===== config.mk =====
export PLATFORM = sky130hd
export DESIGN_NAME = lfsr_encrypt_stream
export DESIGN_NICKNAME = d
export VERILOG_FILES = /design/src/rtl/lfsr_crypto_pkg.sv /design/src/rtl/lfsr5_step.sv /design/src/rtl/lfsr_encrypt_stream.sv
export SDC_FILE = /design/constraint.sdc
export NUM_CORES = 1
export LEC_CHECK = 0
export CAP_MARGIN = 40
export CORE_ASPECT_RATIO = 1.1
export CORE_MARGIN = 5
export CORE_UTILIZATION = 35
export CTS_CLUSTER_SIZE = 24
export DETAILED_ROUTE_END_ITERATION = 10
export GPL_TIMING_DRIVEN = 0
export HOLD_SLACK_MARGIN = 0.06
export PLACE_DENSITY = 0.62
export SLEW_MARGIN = 20
export SYNTH_ARGS = -nofsm -noshare
export SYNTH_HDL_FRONTEND = slang
export SYNTH_SLANG_ARGS = --single-unit

===== constraint.sdc =====
create_clock -name clk -period 2.9 [get_ports clk]
set_input_delay 0.29 -clock clk [delete_from_list [all_inputs] [get_ports clk]]
set_output_delay 0.29 -clock clk [all_outputs]
set_load 0.01 [all_outputs]

===== src/rtl/lfsr_crypto_pkg.sv =====
// Shared definitions for the LFSR stream cipher (encryptor and decryptor).
// Holds the frame geometry, pad character, LFSR tap table, the frame FSM
// state type and a tap lookup helper. Out-of-range tap selects map to
// entry 3.
package lfsr_crypto_pkg;

    localparam int FRAME_LEN    = 64;
    localparam int LFSR_W       = 5;
    localparam int MAX_MSG      = 50;
    localparam int PRE_MIN      = 7;
    localparam int PRE_MAX      = 12;
    localparam int NUM_TAPS     = 6;
    localparam int TAP_FALLBACK = 3;

    localparam logic [7:0] PAD_CHAR = 8'h7E;

    localparam logic [LFSR_W-1:0] TAP_TABLE [NUM_TAPS] =
        '{5'h1E, 5'h1D, 5'h1B, 5'h17, 5'h14, 5'h12};

    typedef enum logic [2:0] {IDLE, PRE, MSG, POST, DONE} state_e;

    function automatic logic [LFSR_W-1:0] tap_lookup(input logic [2:0] sel);
        logic [LFSR_W-1:0] t;
        t = TAP_TABLE[TAP_FALLBACK];
        if (sel < 3'(NUM_TAPS)) t = TAP_TABLE[sel];
        return t;
    endfunction

endpackage


===== src/rtl/lfsr5_step.sv =====
// One step of the 5-bit Fibonacci-style LFSR used by the stream cipher.
// Purely combinational so the encryptor and decryptor share one definition.
// Ports:
//   state_i  current LFSR state
//   taps_i   feedback tap mask
//   next_o   next state: shift left, feedback = parity of tapped bits
module lfsr5_step
    import lfsr_crypto_pkg::*;
(
    input  logic [LFSR_W-1:0] state_i,
    input  logic [LFSR_W-1:0] taps_i,
    output logic [LFSR_W-1:0] next_o
);

    assign next_o = {state_i[LFSR_W-2:0], ^(state_i & taps_i)};

endmodule


===== src/rtl/lfsr_encrypt_stream.sv =====
// LFSR stream encryptor: builds a 64-byte frame (pad preamble, plaintext,
// pad tail), XORs frame byte i with LFSR state i and streams it out over a
// valid/ready interface with a one-entry output register.
// Ports:
//   clk, rst_n              clock, async active-low reset
//   start                   begin a frame (honoured in IDLE/DONE only)
//   pre_length, tap_sel,    frame config, sanitised and latched on start
//   lfsr_init, msg_len
//   pt_valid/pt_data/pt_ready   plaintext input handshake
//   ct_valid/ct_data/ct_index/ct_ready  ciphertext output handshake
//   busy, done, cfg_err     status (registered)
// Build option: define LFSR_CT_PARITY_EN to replace ct_data[7] with the
// parity of ct_data[6:0].
module lfsr_encrypt_stream
    import lfsr_crypto_pkg::*;
(
    input  logic        clk,
    input  logic        rst_n,
    input  logic        start,
    input  logic [7:0]  pre_length,
    input  logic [2:0]  tap_sel,
    input  logic [4:0]  lfsr_init,
    input  logic [5:0]  msg_len,
    input  logic        pt_valid,
    input  logic [7:0]  pt_data,
    output logic        pt_ready,
    output logic        ct_valid,
    output logic [7:0]  ct_data,
    output logic [5:0]  ct_index,
    input  logic        ct_ready,
    output logic        busy,
    output logic        done,
    output logic        cfg_err
);

    state_e            state_q, state_d;
    logic [LFSR_W-1:0] lfsr_q, lfsr_d;      // state for the next byte to load
    logic [6:0]        idx_q, idx_d;        // next byte to load; 64 = frame exhausted
    logic [6:0]        pre_len_q, pre_len_d;
    logic [5:0]        msg_len_q, msg_len_d;
    logic [5:0]        msg_cnt_q, msg_cnt_d;
    logic [LFSR_W-1:0] taps_q, taps_d;
    logic              ct_valid_q, ct_valid_d;
    logic [7:0]        ct_data_q, ct_data_d;
    logic [5:0]        ct_index_q, ct_index_d;
    logic              busy_q, busy_d;
    logic              done_q, done_d;
    logic              cfg_err_q, cfg_err_d;

    // Sanitised config as seen on the ports this cycle.
    logic [6:0]        pre_in;
    logic [5:0]        msg_in;
    logic [LFSR_W-1:0] seed_in, taps_in;
    logic              err_in;

    logic [LFSR_W-1:0] lfsr_nxt, seed_nxt;
    logic              can_load, src_avail, load;
    logic [7:0]        src_byte;

    function automatic logic [7:0] encrypt(input logic [7:0] b, input logic [LFSR_W-1:0] s);
        logic [7:0] x;
        x = b ^ {3'b000, s};
`ifdef LFSR_CT_PARITY_EN
        x[7] = ^x[6:0];
`endif
        return x;
    endfunction

    lfsr5_step u_step_run  (.state_i(lfsr_q),  .taps_i(taps_q),  .next_o(lfsr_nxt));
    // Byte 0 is loaded straight from the seed on start, so its successor is
    // needed before the seed is ever registered.
    lfsr5_step u_step_seed (.state_i(seed_in), .taps_i(taps_in), .next_o(seed_nxt));

    always_comb begin
        pre_in  = (pre_length < 8'(PRE_MIN)) ? 7'(PRE_MIN) :
                  (pre_length > 8'(PRE_MAX)) ? 7'(PRE_MAX) : pre_length[6:0];
        msg_in  = (msg_len > 6'(MAX_MSG)) ? 6'(MAX_MSG) : msg_len;
        seed_in = (lfsr_init == '0) ? 5'h01 : lfsr_init;
        taps_in = tap_lookup(tap_sel);
        err_in  = (pre_length < 8'(PRE_MIN)) || (pre_length > 8'(PRE_MAX)) ||
                  (lfsr_init == '0) || (msg_len > 6'(MAX_MSG)) ||
                  (tap_sel >= 3'(NUM_TAPS));
    end

    // Output register takes a new byte whenever it is empty or being drained.
    assign can_load = !ct_valid_q || ct_ready;
    assign pt_ready = (state_q == MSG) && can_load;

    always_comb begin
        state_d    = state_q;
        lfsr_d     = lfsr_q;
        idx_d      = idx_q;
        pre_len_d  = pre_len_q;
        msg_len_d  = msg_len_q;
        msg_cnt_d  = msg_cnt_q;
        taps_d     = taps_q;
        ct_valid_d = ct_valid_q;
        ct_data_d  = ct_data_q;
        ct_index_d = ct_index_q;
        busy_d     = busy_q;
        done_d     = done_q;
        cfg_err_d  = cfg_err_q;

        src_avail = 1'b0;
        src_byte  = PAD_CHAR;
        case (state_q)
            PRE:     src_avail = 1'b1;
            MSG:     begin src_avail = pt_valid; src_byte = pt_data; end
            POST:    src_avail = (idx_q < 7'(FRAME_LEN));
            default: ;
        endcase
        load = can_load && src_avail;

        if (ct_valid_q && ct_ready) ct_valid_d = 1'b0;
        if (load) begin
            ct_valid_d = 1'b1;
            ct_data_d  = encrypt(src_byte, lfsr_q);
            ct_index_d = idx_q[5:0];
            idx_d      = idx_q + 7'd1;
            lfsr_d     = lfsr_nxt;
        end

        case (state_q)
            IDLE, DONE: begin
                if (start) begin
                    state_d    = PRE;
                    busy_d     = 1'b1;
                    done_d     = 1'b0;
                    cfg_err_d  = err_in;
                    pre_len_d  = pre_in;
                    msg_len_d  = msg_in;
                    taps_d     = taps_in;
                    msg_cnt_d  = '0;
                    // Preamble is at least 7 bytes, so byte 0 is always pad.
                    ct_valid_d = 1'b1;
                    ct_data_d  = encrypt(PAD_CHAR, seed_in);
                    ct_index_d = '0;
                    idx_d      = 7'd1;
                    lfsr_d     = seed_nxt;
                end
            end
            PRE: begin
                if (load && (idx_q + 7'd1 == pre_len_q))
                    state_d = (msg_len_q != '0) ? MSG : POST;
            end
            MSG: begin
                if (load) begin
                    msg_cnt_d = msg_cnt_q + 6'd1;
                    if (msg_cnt_q + 6'd1 == msg_len_q) state_d = POST;
                end
            end
            POST: begin
                if (ct_valid_q && ct_ready && (ct_index_q == 6'(FRAME_LEN - 1))) begin
                    state_d = DONE;
                    busy_d  = 1'b0;
                    done_d  = 1'b1;
                end
            end
            default: state_d = IDLE;
        endcase
    end

    always_ff @(posedge clk or negedge rst_n) begin
        if (!rst_n) begin
            state_q    <= IDLE;
            lfsr_q     <= '0;
            idx_q      <= '0;
            pre_len_q  <= '0;
            msg_len_q  <= '0;
            msg_cnt_q  <= '0;
            taps_q     <= '0;
            ct_valid_q <= 1'b0;
            ct_data_q  <= '0;
            ct_index_q <= '0;
            busy_q     <= 1'b0;
            done_q     <= 1'b0;
            cfg_err_q  <= 1'b0;
        end else begin
            state_q    <= state_d;
            lfsr_q     <= lfsr_d;
            idx_q      <= idx_d;
            pre_len_q  <= pre_len_d;
            msg_len_q  <= msg_len_d;
            msg_cnt_q  <= msg_cnt_d;
            taps_q     <= taps_d;
            ct_valid_q <= ct_valid_d;
            ct_data_q  <= ct_data_d;
            ct_index_q <= ct_index_d;
            busy_q     <= busy_d;
            done_q     <= done_d;
            cfg_err_q  <= cfg_err_d;
        end
    end

    assign ct_valid = ct_valid_q;
    assign ct_data  = ct_data_q;
    assign ct_index = ct_index_q;
    assign busy     = busy_q;
    assign done     = done_q;
    assign cfg_err  = cfg_err_q;

endmodule


=== After elaboration in Yosys (flattened, before gate mapping) ===
Memories as Yosys holds them, arrays and structs flattened.
Cells that the tools add are included.

* Register bits: 57
* ROM bits: 40
* Bits of input ports: 35
* Output and inout port bits: 19
* Logic and storage cells: 104
* Memories: 1

{| class="wikitable"
|+ Memory list
! name !! words !! bits a word !! rd ports !! clocked after Yosys merged registers in !! wr ports !! line !! RTL
|-
| (no name shown) || 8 || 5 || 1 || 0 || 0 || lfsr_crypto_pkg.sv:25 || <nowiki>if (sel < 3'(NUM_TAPS)) t = TAP_TABLE[sel];</nowiki>
|}

* $add $sub $neg: 2
* $lt $le $gt $ge: 7
* Equality and inequality tests: 12
* Multiplexer cells: 41
* Bitwise operators: 5
* Reduce and logical (&&, ||, !) cells: 23

{| class="wikitable"
|+ Operator list
! kind !! number
|-
| 2-to-1 mux 6 bit || 6
|-
| 2-to-1 mux 5 bit || 7
|-
| 2-to-1 mux 7 bit || 5
|-
| 2-to-1 mux 8 bit || 4
|-
| 2-to-1 mux 3 bit || 5
|-
| one-hot mux 3 bit (4 select lines) || 1
|-
| one-hot mux 6 bit (2 select lines) || 1
|-
| bitwise AND 5 bit || 2
|-
| XOR reduction 5 bit || 2
|-
| 2-to-1 mux 1 bit || 9
|-
| > comparator 8 x 4 -> 1 bit (second input constant) || 1
|-
| less-than comparator 8 x 3 -> 1 bit (second input constant) || 1
|-
| inequality test 2 bit (second input constant) || 4
|-
| bitwise XOR 8 x 5 -> 8 bit || 1
|-
| adder 7 x 1 -> 7 bit (second input constant) || 1
|-
| == test 7 bit || 1
|-
| less-than comparator 7 bit (second input constant) || 1
|-
| adder 6 x 1 -> 6 bit (second input constant) || 1
|-
| == test 3 x 2 -> 1 bit (second input constant) || 2
|-
| == test 6 bit || 1
|-
| == test 6 bit (second input constant) || 1
|-
| > comparator 6 bit (second input constant) || 1
|-
| NOT 4 -> 6 bit || 1
|-
| AND reduction 3 bit || 2
|-
| other kinds (19) || 29
|}

=== Depth between registers and ports, before layout ===
* Depth in word-level cells: 9
* Depth in mapped cells: 8
* Mapped depth without buffers: 6

=== Hierarchy ===
From an unflattened synthesis, not the netlist that was laid out.

* Cells, all modules: 358
* Area, all modules: 3,158.0 µm²

{| class="wikitable"
|+ Modules (own cells, without submodules)
! module !! times used !! cells each !! area an instance (µm²) !! seq. area each (µm²)
|-
| lfsr_encrypt_stream || 1 || 334 || 2,980.4 || 1,426.4
|-
| lfsr5_step || 2 || 12 || 88.8 || 0.0
|}

=== Worst setup path after synthesis ===
Ideal clock, no wire load.

* Kind: reg2reg
* Start point: register msg_cnt_q[0]
* End point: register state_q[2]
* Library setup time: 119 ps
* Arrival time: 1,672 ps
* Data required time: 2,781 ps
* Slack: 1,109 ps
* Stages on the path, launching flop included: 7
* Buffers on the path: 0
* Period minus slack after synthesis: 1,791 ps
* Cells stage by stage: dfrtp_1 ha_1 xor2_1 nor3_1 o211ai_1 o31a_1 a21bo_2

* Word-level cells in the longest chain between the ends: 4

{| class="wikitable"
|+ Ends and longest elaborated chain
! element !! line !! RTL
|-
| start, declared || lfsr_encrypt_stream.sv:41 || <nowiki>logic [5:0] msg_cnt_q, msg_cnt_d;</nowiki>
|-
| start signal, assigned || lfsr_encrypt_stream.sv:184 || <nowiki>msg_cnt_q <= msg_cnt_d;</nowiki>
|-
| adder 6 x 1 -> 6 bit || lfsr_encrypt_stream.sv:149 || <nowiki>if (msg_cnt_q + 6'd1 == msg_len_q) state_d = POST;</nowiki>
|-
| == test 6 bit || lfsr_encrypt_stream.sv:149 ||
|-
| inequality test 2 x 1 -> 1 bit (no line) || - ||
|-
| AND reduction 5 bit (no line) || - ||
|-
| end signal, assigned || lfsr_encrypt_stream.sv:179 || <nowiki>state_q <= state_d;</nowiki>
|-
| end, declared || lfsr_encrypt_stream.sv:36 || <nowiki>state_e state_q, state_d;</nowiki>
|}

No other way between the ends.
A chain may end at the register's enable or synchronous reset.

=== Final worst setup path ===
* Start point: register state_q[1]
* End point: output port pt_ready

* Word-level cells in the longest chain between the ends: 2

{| class="wikitable"
|+ Ends and longest elaborated chain
! element !! line !! RTL
|-
| == test 3 x 2 -> 1 bit || lfsr_encrypt_stream.sv:87 || <nowiki>assign pt_ready = (state_q == MSG) && can_load;</nowiki>
|-
| logical AND 1 bit || lfsr_encrypt_stream.sv:87 ||
|-
| end, declared || lfsr_encrypt_stream.sv:26 || <nowiki>output logic pt_ready,</nowiki>
|}

No other way between the ends.

==> results.md <==
- Summed over all failing endpoints, the final setup total negative slack is 0 ps.
- The critical path launch point is state_q[1]$_DFFE_PN0P_.
- The final cycle utilization of the critical path is 0.7761.
- The number of primary I/O pins is 54.
- Timing analysis after detailed placement gives a worst setup slack of 619.4 ps.
- Setup repair after global routing left no endpoint under its margin.
- The synthesized netlist contains 54 unique library cells.
- Setup violations remaining at the end of the flow were counted as 0.
- The final standard cell area without fillers is 4020 um2.
- For this run, the total global-route usage over all layers was measured as 0.1486.
- The buffers plus inverters on the worst setup path is 3.
- The aggregate routed wire length is 7732 um.
- The area enclosed by the die boundary is 10890 um2.
- The share of layout cells above drive strength 1 is 0.08959.
- For the worst-skew pair, the clock arrives at the later sink with an insertion delay of 330 ps.
- The HPWL after detailed placement is 5757 um.
- The endpoint required time on the critical path is 2610 ps.
- TritonCTS built the clock tree.
- Summed over all layers, the global routing overflow is 0.
- The DRC violations left is 0.
- The relative slew slack is 0.6152.
- The initial utilization of the core area, before any placement, comes to 0.3547.
- The capture point of the critical path is pt_ready.
- For the pin with the worst max-slew slack, the measured transition is 572.0 ps.
- The post-place instance area is between 3000 and 4000 um2.
- For the final database, setup skew stands at between 5 and 6 ps.
- The max-slew violation count is 0.
- The final route contains 2695 vias.
- Across all hold checks on the routed design, the worst slack comes to 287.1 ps.
- The cell at the root of the clock tree is sky130_fd_sc_hd__clkbuf_8.
- For this design the ratio of total power to cell area is slightly below 900 nW/um2.
- The number of hold violations in the final report came to 0.
- The number of nets in the finished design is 446.
- The clock sink total is 57.
- After synthesis the cells add up to slightly above 3000 um2.
- The worst reg2reg path startpoint is state_q[0]$_DFFE_PN0P_.
- TritonCTS created 9 clock buffers.
- The first global-routing pass estimated 12760 um of wire.
- The slowest cell on the critical path is sky130_fd_sc_hd__clkdlybuf4s50_1.
- Synthesis produced a netlist whose cell count is 344.
- Leaving out fill and tap cells, the most frequent cells in the layout are 69 x sky130_fd_sc_hd__nand2_1, 57 x sky130_fd_sc_hd__dfrtp_1, 51 x sky130_fd_sc_hd__clkdlybuf4s50_1.
- From bottom edge to top edge, the die measures ~110 um.
- Setup slack closes at 649.3 ps.
- The highest clock rate is 444.3 MHz.
- The number of I/O port buffers is 52.
- The worst setup path is launched from a flop.
- The area growth from synthesis to layout is 29.04%.
- The number of enable-type register cells in the synthesized netlist is 0.
- The synthesized design contains 57 register bits.
- The total number of yosys warnings is 0.
- For this run, the slowest stage of the critical path takes 540 ps.
- Summing all flip-flop and latch instances after layout gives roughly 1400 um2.
- The most used flip-flop cell after synthesis is sky130_fd_sc_hd__dfrtp_1.
- Dividing the detail-routed wire length by the instance count gives 14.67 um.
- Walking the worst path, the cells encountered are buf_6, or3b_1, buf_6, nor2_1, clkdlybuf4s50_1.
- The number of global-route vias before repair is 2592.
- A synthesized cell averages 9.057 um2.
- The kind of cell with the highest combined delay along the critical path is buffers and inverters.
- The tool flagged a number of max-cap violations equal to 0.
- The leakage power figure is about 1.7 nW.
- The site row count is 36.
- The arrival time of the worst setup path is between 1500 and 2000 ps.
- For flop-to-flop paths, the worst setup slack is 920 ps.
- The worst hold path was traced through 3 stages.
- In the routed layout, each cell is associated on average with a via count of 5.114.
- After floorplanning, the core was sized to cover 8783 um2.
- The pin count of the biggest net entering global routing is 38.
- The tightest min-delay check is of the in2reg type.
- The number of antenna violations at the first check in global routing is 0.
- The endpoint of the worst register-to-register path is idx_q[2]$_DFF_PN0_.
- The most common library cell in the layout ignoring fill and taps is sky130_fd_sc_hd__nand2_1.
- The count of TritonRoute iterations in the first routing pass is 4.
- The count of antenna-violating nets left after detailed routing is 0.
- The last weighted congestion value of the routability-driven placer is 0.8199.
- The most frequent cell on the critical path is sky130_fd_sc_hd__buf_6.
- The type of element capturing the critical path is an output port.
- The cell depth of the worst setup path is 5.
- Counting the fill cells in the layout gives 857.
- The maximum level of the CTS H-tree is 3.
- The footprint of the multi-input gates is about 1600 um2.
- Along the worst path, the maximum fanout reaches 10.
- The detailed router's first-iteration violation count is 130.
- The net count after synthesis is 381.
- Counting along the longest clock path gives a buffer depth of 2.
- The run finished with clean final reports.
- The worst setup path is of the reg2out kind.
- The repair_antennas step left the layout with diodes totalling 0.
- The share of async-settable or async-resettable flops after synthesis is 1.000.
- The worst reg2reg path depth is 5.
- From left edge to right edge, the die measures about 100 um.
- The share of the yosys chip area belonging to registers is 0.4578.
- The clock-pin slew on the worst setup and hold paths is 70 ps.
- The highest ir drop seen on vdd is 0.0002872 V.
- The clock period minus final worst setup slack is 2251 ps.
- Once the clock tree was built, the resizer swapped 0 gates to a different size.
sequential cells by signal, summed over array words and instances, names as in the netlist, 3 cells and up:
register and count:
ct_data 8, idx_q 7, pre_len_q 7, ct_index 6, msg_cnt_q 6, msg_len_q 6
lfsr_q 5, taps_q 5, state_q 3
cell families after synthesis:
kind of cell / Yosys count / synth area share
compound gates: 82 / 0.1691
xor+xnor: 30 / 0.09317
fa+ha+maj: 2 / 0.008031
buf+inv: 23 / 0.03694
flops: 57 / 0.4578
mux: 4 / 0.01285
simple gates: 146 / 0.2221
where the power goes:
group	internal, mW	switching, mW
Clock	0.485	0.312
Combinational	0.728	0.654
Sequential	1.09	0.276
Total	2.31	1.24
cell usage after synthesis, drive strengths merged (2+ instances only):
| cell type | count | area, um2 |
|---|---|---|
| or2 | 2 | 12.52 |
| xnor2 | 10 | 87.58 |
| dfrtp | 57 | 1426 |
| a21bo | 2 | 20.02 |
| nor4 | 7 | 56.30 |
| xor2 | 18 | 157.7 |
| nand3 | 12 | 60.06 |
| nand2 | 69 | 259.0 |
| nand3b | 2 | 15.01 |
| o21a | 4 | 30.03 |
| buf | 10 | 66.30 |
| clkbuf | 6 | 22.52 |
| ha | 2 | 25.02 |
| o31ai | 3 | 22.52 |
| inv | 7 | 26.27 |
| o211a | 2 | 20.02 |
| nor2 | 21 | 78.83 |
| nand4 | 2 | 12.51 |
| and3 | 5 | 31.28 |
| nor2b | 7 | 43.79 |
| nor3 | 8 | 40.04 |
| a21oi | 25 | 125.1 |
| mux2i | 4 | 40.04 |
| or3b | 2 | 17.52 |
| or3 | 3 | 18.77 |
| a31oi | 2 | 12.51 |
| xnor3 | 2 | 45.04 |
| o21ai | 26 | 130.1 |
| a211oi | 3 | 32.53 |
| o32a | 3 | 30.03 |
| nand2b | 4 | 25.02 |
repair_timing:
item	4_1_cts	5_1_grt
buffers inserted	0	0
hold endpoints to repair	20	0
hold buffers	1	0
cell type report:
type,count,area share
multi-input combinational,264,0.3915
sequential,57,0.3548
timing repair buffer,54,0.1363
clock buffer,13,0.04451
tap,114,0.03548
buffer,16,0.02210
clock inverter,2,0.008715
inverter,7,0.006536
worst min-delay path by stage:
stage                               start               endpoint  slack [ps]
floorplan                           rst_n       busy$_DFFE_PN0P_          -6
global placement    taps_q[4]$_DFFE_PN0P_  taps_q[4]$_DFFE_PN0P_         460
detailed placement                  rst_n     idx_q[1]$_DFF_PN0_         200
CTS                            tap_sel[1]  taps_q[0]$_DFFE_PN0P_         280
global route                   tap_sel[1]  taps_q[0]$_DFFE_PN0P_         290
finish                         tap_sel[1]  taps_q[0]$_DFFE_PN0P_         290
worst reg2reg max path: stages, from the launching register on:
cell,delay [ps]
sky130_fd_sc_hd__dfrtp_1,390
sky130_fd_sc_hd__buf_2,190
sky130_fd_sc_hd__nor3b_2,350
sky130_fd_sc_hd__clkbuf_1,420
sky130_fd_sc_hd__buf_1,400
sky130_fd_sc_hd__nor2_1,100
stage by stage:
stage,std cells,utilization,total power [mW]
floorplan,344,-,2.260
global placement,510,0.4302,2.735
detailed placement,511,0.4322,2.775
CTS,527,0.4577,3.580
global route,527,0.4577,3.794
finish,527,0.4577,3.548
per-layer routing:
layer	up-vias	wire length [um]	part of all wire	global-route usage
met2	54	3859	0.50	0.2474
met5	-	0	0	0
met3	6	277	0.036	0.03327
met1	1305	3516	0.45	0.1877
li1	1330	-	-	-
met4	0	78	0.010	0.05756
Note: power is estimated with default switching activity, not from simulation.
